===== config.mk =====
export PLATFORM = sky130hd
export DESIGN_NAME = mochila_ram_arbiter
export DESIGN_NICKNAME = d
export VERILOG_FILES = /design/src/rtl/mochila_ram_arbiter.sv
export SDC_FILE = /design/constraint.sdc
export NUM_CORES = 1
export LEC_CHECK = 0
export BUFFER_PORTS_ARGS = -buffer_cell sky130_fd_sc_hd__buf_2
export CAP_MARGIN = 20
export CORE_AREA = 2 2 202 204
export DETAILED_ROUTE_END_ITERATION = 8
export DIE_AREA = 0 0 204 206
export GPL_ROUTABILITY_DRIVEN = 0
export PLACE_DENSITY = 0.39
export REMOVE_ABC_BUFFERS = 1
export SYNTH_ARGS = -nofsm -noshare
export SYNTH_HDL_FRONTEND = slang
export SYNTH_SLANG_ARGS = --single-unit

===== constraint.sdc =====
create_clock -name clk_i -period 4.2 [get_ports clk_i]
set_clock_uncertainty 0.15 [all_clocks]
set_input_delay 0.63 -clock clk_i [delete_from_list [all_inputs] [get_ports clk_i]]
set_output_delay 0.63 -clock clk_i [all_outputs]
set_load 0.005 [all_outputs]

===== src/rtl/mochila_ram_arbiter.sv =====
`default_nettype none
// ============================================================================
// Module   : mochila_ram_arbiter
// Purpose  : Round-robin OBI arbiter sharing one RAM bank among NREQ requesters
// Revision : 1.0 - initial release
// ============================================================================

package mochila_obi_pkg;
  typedef struct packed {
    logic        req;
    logic [31:0] addr;
    logic        we;
    logic [3:0]  be;
    logic [31:0] wdata;
  } obi_req_t;

  typedef struct packed {
    logic        gnt;
    logic        rvalid;
    logic [31:0] rdata;
  } obi_resp_t;
endpackage

module mochila_ram_arbiter
  import mochila_obi_pkg::*;
#(
  parameter int NREQ      = 4,
  parameter int MAX_OUTST = 2,
  parameter int IDW       = $clog2(NREQ)
) (
  input  logic                           clk_i,
  input  logic                           rst_i,
  input  obi_req_t  [NREQ-1:0]           master_req_i,
  output obi_resp_t [NREQ-1:0]           master_resp_o,
  output obi_req_t                       slave_req_o,
  input  obi_resp_t                      slave_resp_i,
  output logic [$clog2(MAX_OUTST+1)-1:0] outstanding_o,
  output logic                           err_o
);

  localparam int c_cnt_w = $clog2(MAX_OUTST + 1);
  localparam int c_ptr_w = (MAX_OUTST > 1) ? $clog2(MAX_OUTST) : 1;

  logic [IDW-1:0]     r_rr;
  logic               r_lock;
  logic [IDW-1:0]     r_lock_id;
  logic [IDW-1:0]     r_fifo [MAX_OUTST];
  logic [c_ptr_w-1:0] r_wptr;
  logic [c_ptr_w-1:0] r_rptr;
  logic [c_cnt_w-1:0] r_count;
  logic               r_err;

  logic               w_win_valid;
  logic [IDW-1:0]     w_win_id;
  logic [IDW:0]       w_idx;
  logic               w_full;
  logic               w_slv_req;
  logic               w_push;
  logic               w_stall;
  logic               w_pop;
  logic               w_spurious;
  logic [IDW-1:0]     w_head;
  logic [IDW-1:0]     w_rr_next;

  function automatic logic [c_ptr_w-1:0] ptr_inc(input logic [c_ptr_w-1:0] p);
    if (p == c_ptr_w'(MAX_OUTST - 1)) return '0;
    else                              return p + 1'b1;
  endfunction

  // Scan offsets from highest to lowest so the requester closest to r_rr wins.
  always_comb begin
    w_win_valid = 1'b0;
    w_win_id    = r_rr;
    w_idx       = '0;
    if (r_lock) begin
      w_win_valid = 1'b1;
      w_win_id    = r_lock_id;
    end else begin
      for (int k = NREQ - 1; k >= 0; k--) begin
        w_idx = {1'b0, r_rr} + (IDW+1)'(k);
        if (w_idx >= (IDW+1)'(NREQ)) w_idx = w_idx - (IDW+1)'(NREQ);
        if (master_req_i[w_idx[IDW-1:0]].req) begin
          w_win_valid = 1'b1;
          w_win_id    = w_idx[IDW-1:0];
        end
      end
    end
  end

  assign w_full     = (r_count == c_cnt_w'(MAX_OUTST));
  assign w_slv_req  = !rst_i && w_win_valid && !w_full;
  assign w_push     = w_slv_req && slave_resp_i.gnt;
  assign w_stall    = w_slv_req && !slave_resp_i.gnt;
  assign w_pop      = !rst_i && slave_resp_i.rvalid && (r_count != '0);
  assign w_spurious = !rst_i && slave_resp_i.rvalid && (r_count == '0);
  assign w_head     = r_fifo[r_rptr];
  assign w_rr_next  = (w_win_id == IDW'(NREQ - 1)) ? '0 : w_win_id + 1'b1;

  always_comb begin
    slave_req_o = '0;
    if (w_slv_req) begin
      slave_req_o     = master_req_i[w_win_id];
      slave_req_o.req = 1'b1;
    end
  end

  for (genvar g = 0; g < NREQ; g++) begin : g_resp
    assign master_resp_o[g] = {w_push && (w_win_id == IDW'(g)),
                               w_pop && (w_head == IDW'(g)),
                               slave_resp_i.rdata};
  end

  always_ff @(posedge clk_i) begin
    if (rst_i) begin
      r_rr      <= '0;
      r_lock    <= 1'b0;
      r_lock_id <= '0;
      r_wptr    <= '0;
      r_rptr    <= '0;
      r_count   <= '0;
      r_err     <= 1'b0;
    end else begin
      if (w_push) begin
        r_wptr <= ptr_inc(r_wptr);
        r_rr   <= w_rr_next;
        r_lock <= 1'b0;
      end else if (w_stall) begin
        // Hold the stalled address phase until the slave accepts it.
        r_lock    <= 1'b1;
        r_lock_id <= w_win_id;
      end
      if (w_pop) r_rptr <= ptr_inc(r_rptr);
      if (w_push && !w_pop)      r_count <= r_count + 1'b1;
      else if (!w_push && w_pop) r_count <= r_count - 1'b1;
      if (w_spurious) r_err <= 1'b1;
    end
  end

  always_ff @(posedge clk_i) begin
    if (w_push) r_fifo[r_wptr] <= w_win_id;
  end

  assign outstanding_o = r_count;
  assign err_o         = r_err;

endmodule
`default_nettype wire


==> results of run 1 <==
tightest hold or removal path: cells and delay by family, from the launching register on:
family | cells | cell delay (ps)
AOI/OAI and AO/OA | 1 | 50
DFF | 1 | 350
and+or+nand+nor | 1 | 70
per-layer routing:
metal,GRT usage (%),routed length [um]
met1,21.2,16300
met2,28.3,17600
met3,9.59,5630
met4,4.71,998
met5,4.76,196
flip-flops by register name, summed over array words and instances (netlist names), named ones only:
register / count
err_o: 1
r_wptr: 1
r_fifo: 4
outstanding_o: 2
r_rr: 2
r_rptr: 1
r_lock_id: 2
r_lock: 1
logic make-up after synthesis:
| family | share of synthesized area (%) |
|---|---|
| xor gates and xnor gates | 0.512 |
| adders and majority gates | 0.914 |
| and+or+nand+nor | 28.2 |
| muxes | 0.768 |
| DFF | 4.97 |
| AOI/OAI and AO/OA | 41.4 |
| buffers and inverters | 23.2 |
where the power goes:
part           switching [uW]  internal (uW)  total (uW)
clock                    59.7            127         187
sequential               22.6            170         193
combinational            1020            821        1840
through the flow:
stage	TNS (ps)	area [um2]	worst slack [ps]
final	0	8330	497
after floorplan	-377900	5300	-5370
after global routing	0	8330	311
after global placement	0	8240	518
after detailed placement	0	8240	414
after CTS	0	8320	396
cells in the final DEF, fill, tap and decap left out, types with 4 or more instances in the layout:
cell / n
buf_2: 364
nand2_1: 280
nor3_1: 142
a311o_1: 138
o21ai_0: 136
a22o_1: 69
nor2_1: 16
buf_12: 16
buf_4: 12
inv_1: 11
dfxtp_1: 11
a21oi_1: 6
and3_1: 5
ha_1: 5
edfxtp_1: 4
cell type report:
type,instances,area (um2),area share (%)
multi-input combinational,832,4960,59.6
clock buffer,3,75.1,0.901
antenna,3,7.51,0.0901
sequential,15,340,4.09
inverter,11,41.3,0.496
clock inverter,1,5.00,0.0601
tap,532,666,7.99
timing repair buffer,392,2230,26.8
worst min-delay path by stage:
stage,from,to,slack [ps],cells after the start
2_1_floorplan,r_lock_id[1]$_SDFFE_PP0P_,r_lock_id[1]$_SDFFE_PP0P_,310,2
3_3_place_gp,r_lock_id[1]$_SDFFE_PP0P_,r_lock_id[1]$_SDFFE_PP0P_,330,2
3_5_place_dp,r_lock_id[1]$_SDFFE_PP0P_,r_lock_id[1]$_SDFFE_PP0P_,340,2
4_1_cts,r_lock_id[1]$_SDFFE_PP0P_,r_lock_id[1]$_SDFFE_PP0P_,360,2
5_1_grt,r_rptr$_SDFFE_PP0P_,r_rptr$_SDFFE_PP0P_,390,2
6_report,err_o$_SDFFE_PP0P_,err_o$_SDFFE_PP0P_,350,2
==> impl_metrics.env, run 1 <==
export IMPL_timing_fmax_mhz=270
export IMPL_crit_type="in2out"
export IMPL_antenna_found_initial=1
export IMPL_yosys_cell_types_count=40
export IMPL_endpoint_kind="output port"
export IMPL_nFillCells=4683
export IMPL_numPortBuffers=364
export IMPL_detail_route_antenna_nets=0
export IMPL_p_total_uw=2220
export IMPL_reg2reg_slack_ps=1670
export IMPL_postCtsSetupBuffers=0
export IMPL_syn2layout_area_growth_pct=21.7
export IMPL_critPathLaunchType="input pin"
export IMPL_grt_pass1_vias=8721
export IMPL_synth_top_area_share_pct=20.2
export IMPL_r2r_end="r_rr[1]$_SDFFE_PP0P_"
export IMPL_drv_slew=0
export IMPL_crit_path_end="slave_req_o[3]"
export IMPL_root_buffer="clkbuf_16"
export IMPL_final_net_count=1576
export IMPL_synthMostInstantiatedCell="nand2_1"
export IMPL_grt_pass1_wl_um=57600
export IMPL_core_mm2=0.0402
export IMPL_wl_per_cell_um=22.7
export IMPL_clk_latency_ps=240
export IMPL_cap_violations=0
export IMPL_synth_avg_cell_area_um2=6.14
export IMPL_synth_area_leaders="a311o_1 20%, nand2_1 15%, buf_4 15%"
export IMPL_synthFlopType="dfxtp_1"
export IMPL_whs_ps=348
export IMPL_synth_edf_count=4
export IMPL_slowest_stage="nor2b_4"
export IMPL_setup_viol=0
export IMPL_fp_dieH_um=206
export IMPL_die_w_um=204
export IMPL_stdcell_count=1789
export IMPL_timing_critical_path_buf_inv=4
export IMPL_grt_max_degree=114
export IMPL_vias=9158
export IMPL_grtUsageTotal_pct=18.1
export IMPL_crit_cells=8
export IMPL_cp_arrival_ps=2920
export IMPL_syn_area_mm2=0.00685
export IMPL_dieArea_mm2=0.0420
export IMPL_ys_warn_count=0
export IMPL_status="finished clean"
export IMPL_layout_drive_gt1_share_pct=32.5
export IMPL_synth_top_cells_by_count="281 x nand2_1, 142 x nor3_1, 138 x a311o_1, 136 x o21ai_0, 134 x buf_4"
export IMPL_yosysTopAreaCell="a311o_1"
export IMPL_fin_crit_sh_pct=88.2
export IMPL_reg2reg_depth=8
export IMPL_cts_num_sinks=15
export IMPL_cts_tree="done"
export IMPL_placed_cells=1782
export IMPL_holdBufCountCts=0
export IMPL_io_pins=525
export IMPL_r2r_start="r_rr[0]$_SDFFE_PP0P_"
export IMPL_async_flop_share_pct=0
export IMPL_worst_pin_slew_ps=1000
export IMPL_dp_hpwl_um=31000
export IMPL_yosysSeqAreaShare_pct=4.97
export IMPL_timing_hold_violations_final=0
export IMPL_fp_row_count=74
export IMPL_power_leakage_uw=0.00375
export IMPL_ir_worst_vdd_mv=0.137
export IMPL_cpPeakStageDelay_ps=820
export IMPL_critPathMaxFanout=30
export IMPL_rsz0062_at_grt="no"
export IMPL_period_needed_ps=3700
export IMPL_hold_path_class="reg2reg"
export IMPL_maxSlewHeadroom_pct=32.9
export IMPL_drc=0
export IMPL_via_per_inst=5.12
export IMPL_ys_ff_latch=15
export IMPL_crit_family="simple AND/OR/NAND/NOR gates"
export IMPL_cp_cell_sequence="buf_2 -> nor3_1 -> a221oi_1 -> buf_4 -> nor2b_4 -> buf_4 -> a22o_1 -> buf_2"
export IMPL_post_route_util_pct=20.7
export IMPL_clock_path_buffers=2
export IMPL_htreeDepth=1
export IMPL_drt_iter0_drc=790
export IMPL_netlist_instances=1115
export IMPL_overflow=0
export IMPL_wirelength_um=40700
export IMPL_start_util_pct=17.0
export IMPL_power_density_mw_per_mm2=266
export IMPL_path_clk_slew_ps=50
export IMPL_startpoint="master_req_i[69]"
export IMPL_firstDrtPassIters=5
export IMPL_numCtsBuffers=3
export IMPL_cp_data_required_time_ps=3420
export IMPL_cts_resized=0
No activity file was read; power rests on OpenSTA's default activity.
==> inputs of run 2 (changes only) <==
--- a/config.mk
+++ b/config.mk
@@ -7,11 +7,13 @@
 export LEC_CHECK = 0
 export BUFFER_PORTS_ARGS = -buffer_cell sky130_fd_sc_hd__buf_2
 export CAP_MARGIN = 20
+export CELL_PAD_IN_SITES_DETAIL_PLACEMENT = 1
+export CELL_PAD_IN_SITES_GLOBAL_PLACEMENT = 1
 export CORE_AREA = 2 2 202 204
 export DETAILED_ROUTE_END_ITERATION = 8
 export DIE_AREA = 0 0 204 206
 export GPL_ROUTABILITY_DRIVEN = 0
-export PLACE_DENSITY = 0.39
+export PLACE_DENSITY = 0.57
 export REMOVE_ABC_BUFFERS = 1
 export SYNTH_ARGS = -nofsm -noshare
 export SYNTH_HDL_FRONTEND = slang
==> run 2 against run 1 <==
Cell count is 1.3% higher. Clock-buffer cell count grew 1. Critical endpoint is now slave_req_o[66]. Fmax about the same. Sequential power is essentially flat.
==> impl_metrics.env, run 2 (synthesized netlist as in run 1, its figures left out) <==
export IMPL_endpoint_kind="output port"
export IMPL_final_net_count=1596
export IMPL_numCtsBuffers=3
export IMPL_wl_per_cell_um=23.7
export IMPL_holdBufCountCts=0
export IMPL_syn2layout_area_growth_pct=23.4
export IMPL_htreeDepth=1
export IMPL_final_cell_mix="364 x buf_2, 280 x nand2_1, 142 x nor3_1, 138 x a311o_1, 136 x o21ai_0"
export IMPL_top_register="r_fifo"
export IMPL_stdcell_count=1812
export IMPL_fin_crit_sh_pct=88.1
export IMPL_firstDrtPassIters=5
export IMPL_die_w_um=204
export IMPL_cts_resized=0
export IMPL_power_leakage_uw=0.00383
export IMPL_cp_arrival_ps=2920
export IMPL_crit_type="in2out"
export IMPL_largest_reg_flops=4
export IMPL_detail_route_antenna_nets=0
export IMPL_reg2reg_slack_ps=1590
export IMPL_timing_fmax_mhz=270
export IMPL_drt_iter0_drc=622
export IMPL_switching_share_pct=49.9
export IMPL_fin_tns_setup_ps=0
export IMPL_path_clk_slew_ps=50
export IMPL_gr_usage_met2_pct=30.1
export IMPL_drc=0
export IMPL_via_per_inst=5.21
export IMPL_seq_power_share_pct=8.6
export IMPL_cts_tree="done"
export IMPL_timing_hold_violations_final=0
export IMPL_status="finished clean"
export IMPL_cap_violations=0
export IMPL_min_path_cells=2
export IMPL_critPathLaunchType="input pin"
export IMPL_ir_worst_vdd_mv=0.116
export IMPL_drv_slew=0
export IMPL_final_common_cell="buf_2"
export IMPL_share_comb_of_total_power_pct=82.9
export IMPL_grt_max_degree=133
export IMPL_dieArea_mm2=0.0420
export IMPL_power_density_mw_per_mm2=269
export IMPL_worst_pin_slew_ps=972
export IMPL_gr_usage_met1_pct=22.6
export IMPL_pre_cts_slack_ps=515
export IMPL_reg2reg_depth=8
export IMPL_p_clk_share_pct=8.4
export IMPL_setup_viol=0
export IMPL_top_usage_layer="met2"
export IMPL_root_buffer="clkbuf_16"
export IMPL_maxSlewHeadroom_pct=35.1
export IMPL_vias=9439
export IMPL_grt_met3_usage_pct=9.48
export IMPL_wirelength_um=42900
export IMPL_postCtsSetupBuffers=0
export IMPL_cp_data_required_time_ps=3420
export IMPL_r2r_end="outstanding_o[1]$_SDFFE_PP0P_"
export IMPL_r2r_start="r_lock$_SDFFE_PP0P_"
export IMPL_numPortBuffers=364
export IMPL_dp_hpwl_um=33700
export IMPL_hold_path_class="reg2reg"
export IMPL_antenna_found_initial=5
export IMPL_clock_path_buffers=2
export IMPL_fin_ws_ps=500
export IMPL_overflow=0
export IMPL_clk_latency_ps=250
export IMPL_finalInstanceArea_mm2=0.00845
export IMPL_p_sw_uw=1130
export IMPL_grt_pass1_vias=9384
export IMPL_grt_pass1_wl_um=61200
export IMPL_period_needed_ps=3700
export IMPL_fp_dieH_um=206
export IMPL_layout_drive_gt1_share_pct=33.5
export IMPL_p_int_uw=1140
export IMPL_grtUsageTotal_pct=19.3
export IMPL_start_util_pct=17.0
export IMPL_rsz0062_at_grt="no"
export IMPL_min_to="r_lock_id[1]$_SDFFE_PP0P_"
export IMPL_cts_num_sinks=15
export IMPL_fp_row_count=74
export IMPL_post_route_util_pct=21.0
export IMPL_core_mm2=0.0402
export IMPL_postPlaceCellArea_mm2=0.00835
export IMPL_io_pins=525
export IMPL_critPathMaxFanout=132
export IMPL_placed_cells=1802
export IMPL_worstHoldStart="r_lock_id[1]$_SDFFE_PP0P_"
## run 2: changes by cell type in the layout (fill, tap and decap cells not counted), sizes merged
cell / before / now
buf: 392 / 412
diode: 3 / 6
clkbuf: 3 / 4
clkinv: 1 / 0
## run 2: worst max-delay path by stage
stage	cells past startpoint	to	from	slack, ps
3_3_place_gp	8	slave_req_o[46]	master_req_i[209]	560
6_report	8	slave_req_o[66]	master_req_i[69]	500
4_1_cts	7	slave_req_o[3]	r_rr[1]$_SDFFE_PP0P_	480
3_5_place_dp	8	slave_req_o[3]	master_req_i[69]	510
2_1_floorplan	6	master_resp_o[135]	master_req_i[209]	-5370
5_1_grt	7	slave_req_o[19]	r_rr[1]$_SDFFE_PP0P_	360
## run 2: final cells by class
type                            count  area (um2)
Antenna cell                        6        15.0
Clock buffer                        4        78.8
Fill cell                        5174       31700
Inverter                           11        41.3
Multi-Input combinational cell    832        4960
Sequential cell                    15         340
Tap cell                          532         666
Timing Repair Buffer              412        2340
## run 2: metal layers
metal  vias up  wire length (um)
li1       4308                 -
met1      4569             17500
met2       501             18300
met3        55              5520
met4         6              1330
met5         -               252
## run 2: critical path, stage by stage
cell and delay (ps):
buf_2 160, or3b_1 430, a21oi_4 270, buf_12 360
o21ai_0 180, a311o_1 290, a22o_1 290, buf_2 160
## run 2: power by group through the flow
stage	registers [uW]	clock network [uW]	logic (uW)
finish	196	192	1890
CTS	197	197	1900
global placement	197	0	1870
global route	200	201	2070
floorplan	191	0	1060
detailed placement	199	0	1890
## run 2: per-stage QoR
step	hold WS, ps	total power [uW]
after floorplan	310	1250
after global placement	332	2060
after detailed placement	339	2090
after CTS	354	2290
after global routing	394	2480
final	356	2270
==> inputs of run 3 (changes only) <==
--- a/config.mk
+++ b/config.mk
@@ -9,9 +9,9 @@
 export CAP_MARGIN = 20
 export CELL_PAD_IN_SITES_DETAIL_PLACEMENT = 1
 export CELL_PAD_IN_SITES_GLOBAL_PLACEMENT = 1
-export CORE_AREA = 2 2 202 204
+export CORE_AREA = 2 2 203 205
 export DETAILED_ROUTE_END_ITERATION = 8
-export DIE_AREA = 0 0 204 206
+export DIE_AREA = 0 0 205 207
 export GPL_ROUTABILITY_DRIVEN = 0
 export PLACE_DENSITY = 0.57
 export REMOVE_ABC_BUFFERS = 1
==> constraint.sdc (replaced) <==
create_clock -name clk_i -period 3.85 [get_ports clk_i]
set_clock_uncertainty 0.15 [all_clocks]
set_input_delay 0.5775 -clock clk_i [delete_from_list [all_inputs] [get_ports clk_i]]
set_output_delay 0.5775 -clock clk_i [all_outputs]
set_load 0.005 [all_outputs]
==> run 3 against run 2 <==
Worst setup slack got worse by 94 ps. Die area increased by 0.98%. Sequential power increased by 9.7%. Non-clock buffer count down 13. Sequential cell count is the same. Cell area fell by 0.47%. Routed wire length is 2.8% lower. Sequential share of layout area about the same. Worst hold slack is essentially flat. Largest power group unchanged.
==> impl_metrics.env, run 3 (synthesized netlist as in run 1, its figures left out) <==
export IMPL_hold_path_class="reg2reg"
export IMPL_fin_tns_setup_ps=0
export IMPL_holdBufCountCts=0
export IMPL_largest_reg_flops=4
export IMPL_whs_ps=356
export IMPL_drc=0
export IMPL_p_total_uw=2470
export IMPL_grt_pass1_vias=9435
export IMPL_vias=9448
export IMPL_rsz0062_at_grt="no"
export IMPL_numCtsBuffers=3
export IMPL_cp_data_required_time_ps=3120
export IMPL_fin_crit_sh_pct=89.5
export IMPL_power_leakage_uw=0.00378
export IMPL_grt_max_degree=76
export IMPL_wl_per_cell_um=23.2
export IMPL_overflow=0
export IMPL_syn2layout_area_growth_pct=22.8
export IMPL_fp_dieH_um=207
export IMPL_cts_resized=0
export IMPL_crit_family="compound AO/OA/AOI/OAI gates"
export IMPL_period_needed_ps=3440
export IMPL_cts_num_sinks=15
export IMPL_die_w_um=205
export IMPL_cts_tree="done"
export IMPL_fp_row_count=74
export IMPL_clock_path_buffers=2
export IMPL_fin_ws_ps=406
export IMPL_slowest_stage="or3b_1"
export IMPL_clk_latency_ps=250
export IMPL_dieArea_mm2=0.0424
export IMPL_drv_slew=0
export IMPL_io_pins=525
export IMPL_crit_type="in2out"
export IMPL_drt_iter0_drc=647
export IMPL_postCtsSetupBuffers=0
export IMPL_postPlaceCellArea_mm2=0.00832
export IMPL_path_clk_slew_ps=50
export IMPL_root_buffer="clkbuf_16"
export IMPL_pre_cts_slack_ps=426
export IMPL_cap_violations=0
export IMPL_via_per_inst=5.26
export IMPL_setup_viol=0
export IMPL_htreeDepth=1
export IMPL_grtUsageTotal_pct=18.5
export IMPL_final_cell_mix="364 x buf_2, 280 x nand2_1, 142 x nor3_1, 138 x a311o_1, 136 x o21ai_0"
export IMPL_timing_fmax_mhz=290
export IMPL_endpoint_kind="output port"
export IMPL_cpPeakStageDelay_ps=430
export IMPL_status="finished clean"
export IMPL_wirelength_um=41700
export IMPL_core_mm2=0.0404
export IMPL_cp_arrival_ps=2720
export IMPL_maxSlewHeadroom_pct=57.3
export IMPL_detail_route_antenna_nets=0
export IMPL_grt_pass1_wl_um=60700
export IMPL_final_common_cell="buf_2"
export IMPL_finalInstanceArea_mm2=0.00841
export IMPL_timing_critical_path_buf_inv=4
export IMPL_layout_drive_gt1_share_pct=32.9
export IMPL_timing_hold_violations_final=0
export IMPL_final_net_count=1583
export IMPL_ir_worst_vdd_mv=0.188
export IMPL_antenna_found_initial=5
export IMPL_firstDrtPassIters=5
export IMPL_cp_cell_sequence="buf_2 -> or3b_1 -> a21oi_4 -> buf_12 -> buf_12 -> o21ai_0 -> a311o_1 -> a22o_1 -> buf_2"
export IMPL_start_util_pct=17.0
export IMPL_power_density_mw_per_mm2=293
export IMPL_numPortBuffers=364
export IMPL_critPathMaxFanout=51
export IMPL_dp_hpwl_um=31900
export IMPL_critPathLaunchType="input pin"
export IMPL_top_register="r_fifo"
export IMPL_worst_pin_slew_ps=640
## run 3: worst reg2reg max path: cells and delay by family (launching register included)
family | cells | cell delay (ps)
AO/OA/AOI/OAI | 2 | 640
flip-flops | 1 | 620
AND/OR/NAND/NOR | 3 | 620
buffers and inverters | 2 | 430
adder cells (fa/ha/maj) | 1 | 290
## run 3: power by group
| group | internal [uW] | switching, uW | total [uW] |
|---|---|---|---|
| Combinational | 916 | 1130 | 2040 |
| Sequential | 186 | 29.8 | 215 |
| Clock | 140 | 67.7 | 208 |
## run 3: cell type report
cell class                 instances  area [um2]
clock inverter                     1        6.26
multi-input combinational        832        4960
sequential                        15         340
clock buffer                       3        75.1
antenna                            3        7.51
timing repair buffer             399        2310
inverter                          11        41.3
fill                            5183       32000
tap                              532         666
## run 3: layer usage
layer	GRT usage, %	wire [um]	vias to the layer above
li1	-	-	4285
met1	21.7	16700	4595
met2	28.9	18200	506
met3	9.60	5480	54
met4	4.71	978	8
met5	4.84	269	-
## run 3: per-stage QoR
stage,util (%),cells
2_1_floorplan,-,858
3_3_place_gp,20.6,1789
3_5_place_dp,20.6,1789
4_1_cts,20.8,1793
5_1_grt,20.8,1796
6_report,20.8,1796
## run 3: final timing paths
path | start | endpoint | slack, ps | depth (start not counted)
setup / recovery | master_req_i[69] | slave_req_o[45] | 410 | 9
hold / removal | r_lock_id[1]$_SDFFE_PP0P_ | r_lock_id[1]$_SDFFE_PP0P_ | 360 | 2
setup reg to reg | r_lock$_SDFFE_PP0P_ | outstanding_o[1]$_SDFFE_PP0P_ | 1050 | 8
hold reg to reg | r_lock_id[1]$_SDFFE_PP0P_ | r_lock_id[1]$_SDFFE_PP0P_ | 360 | 2
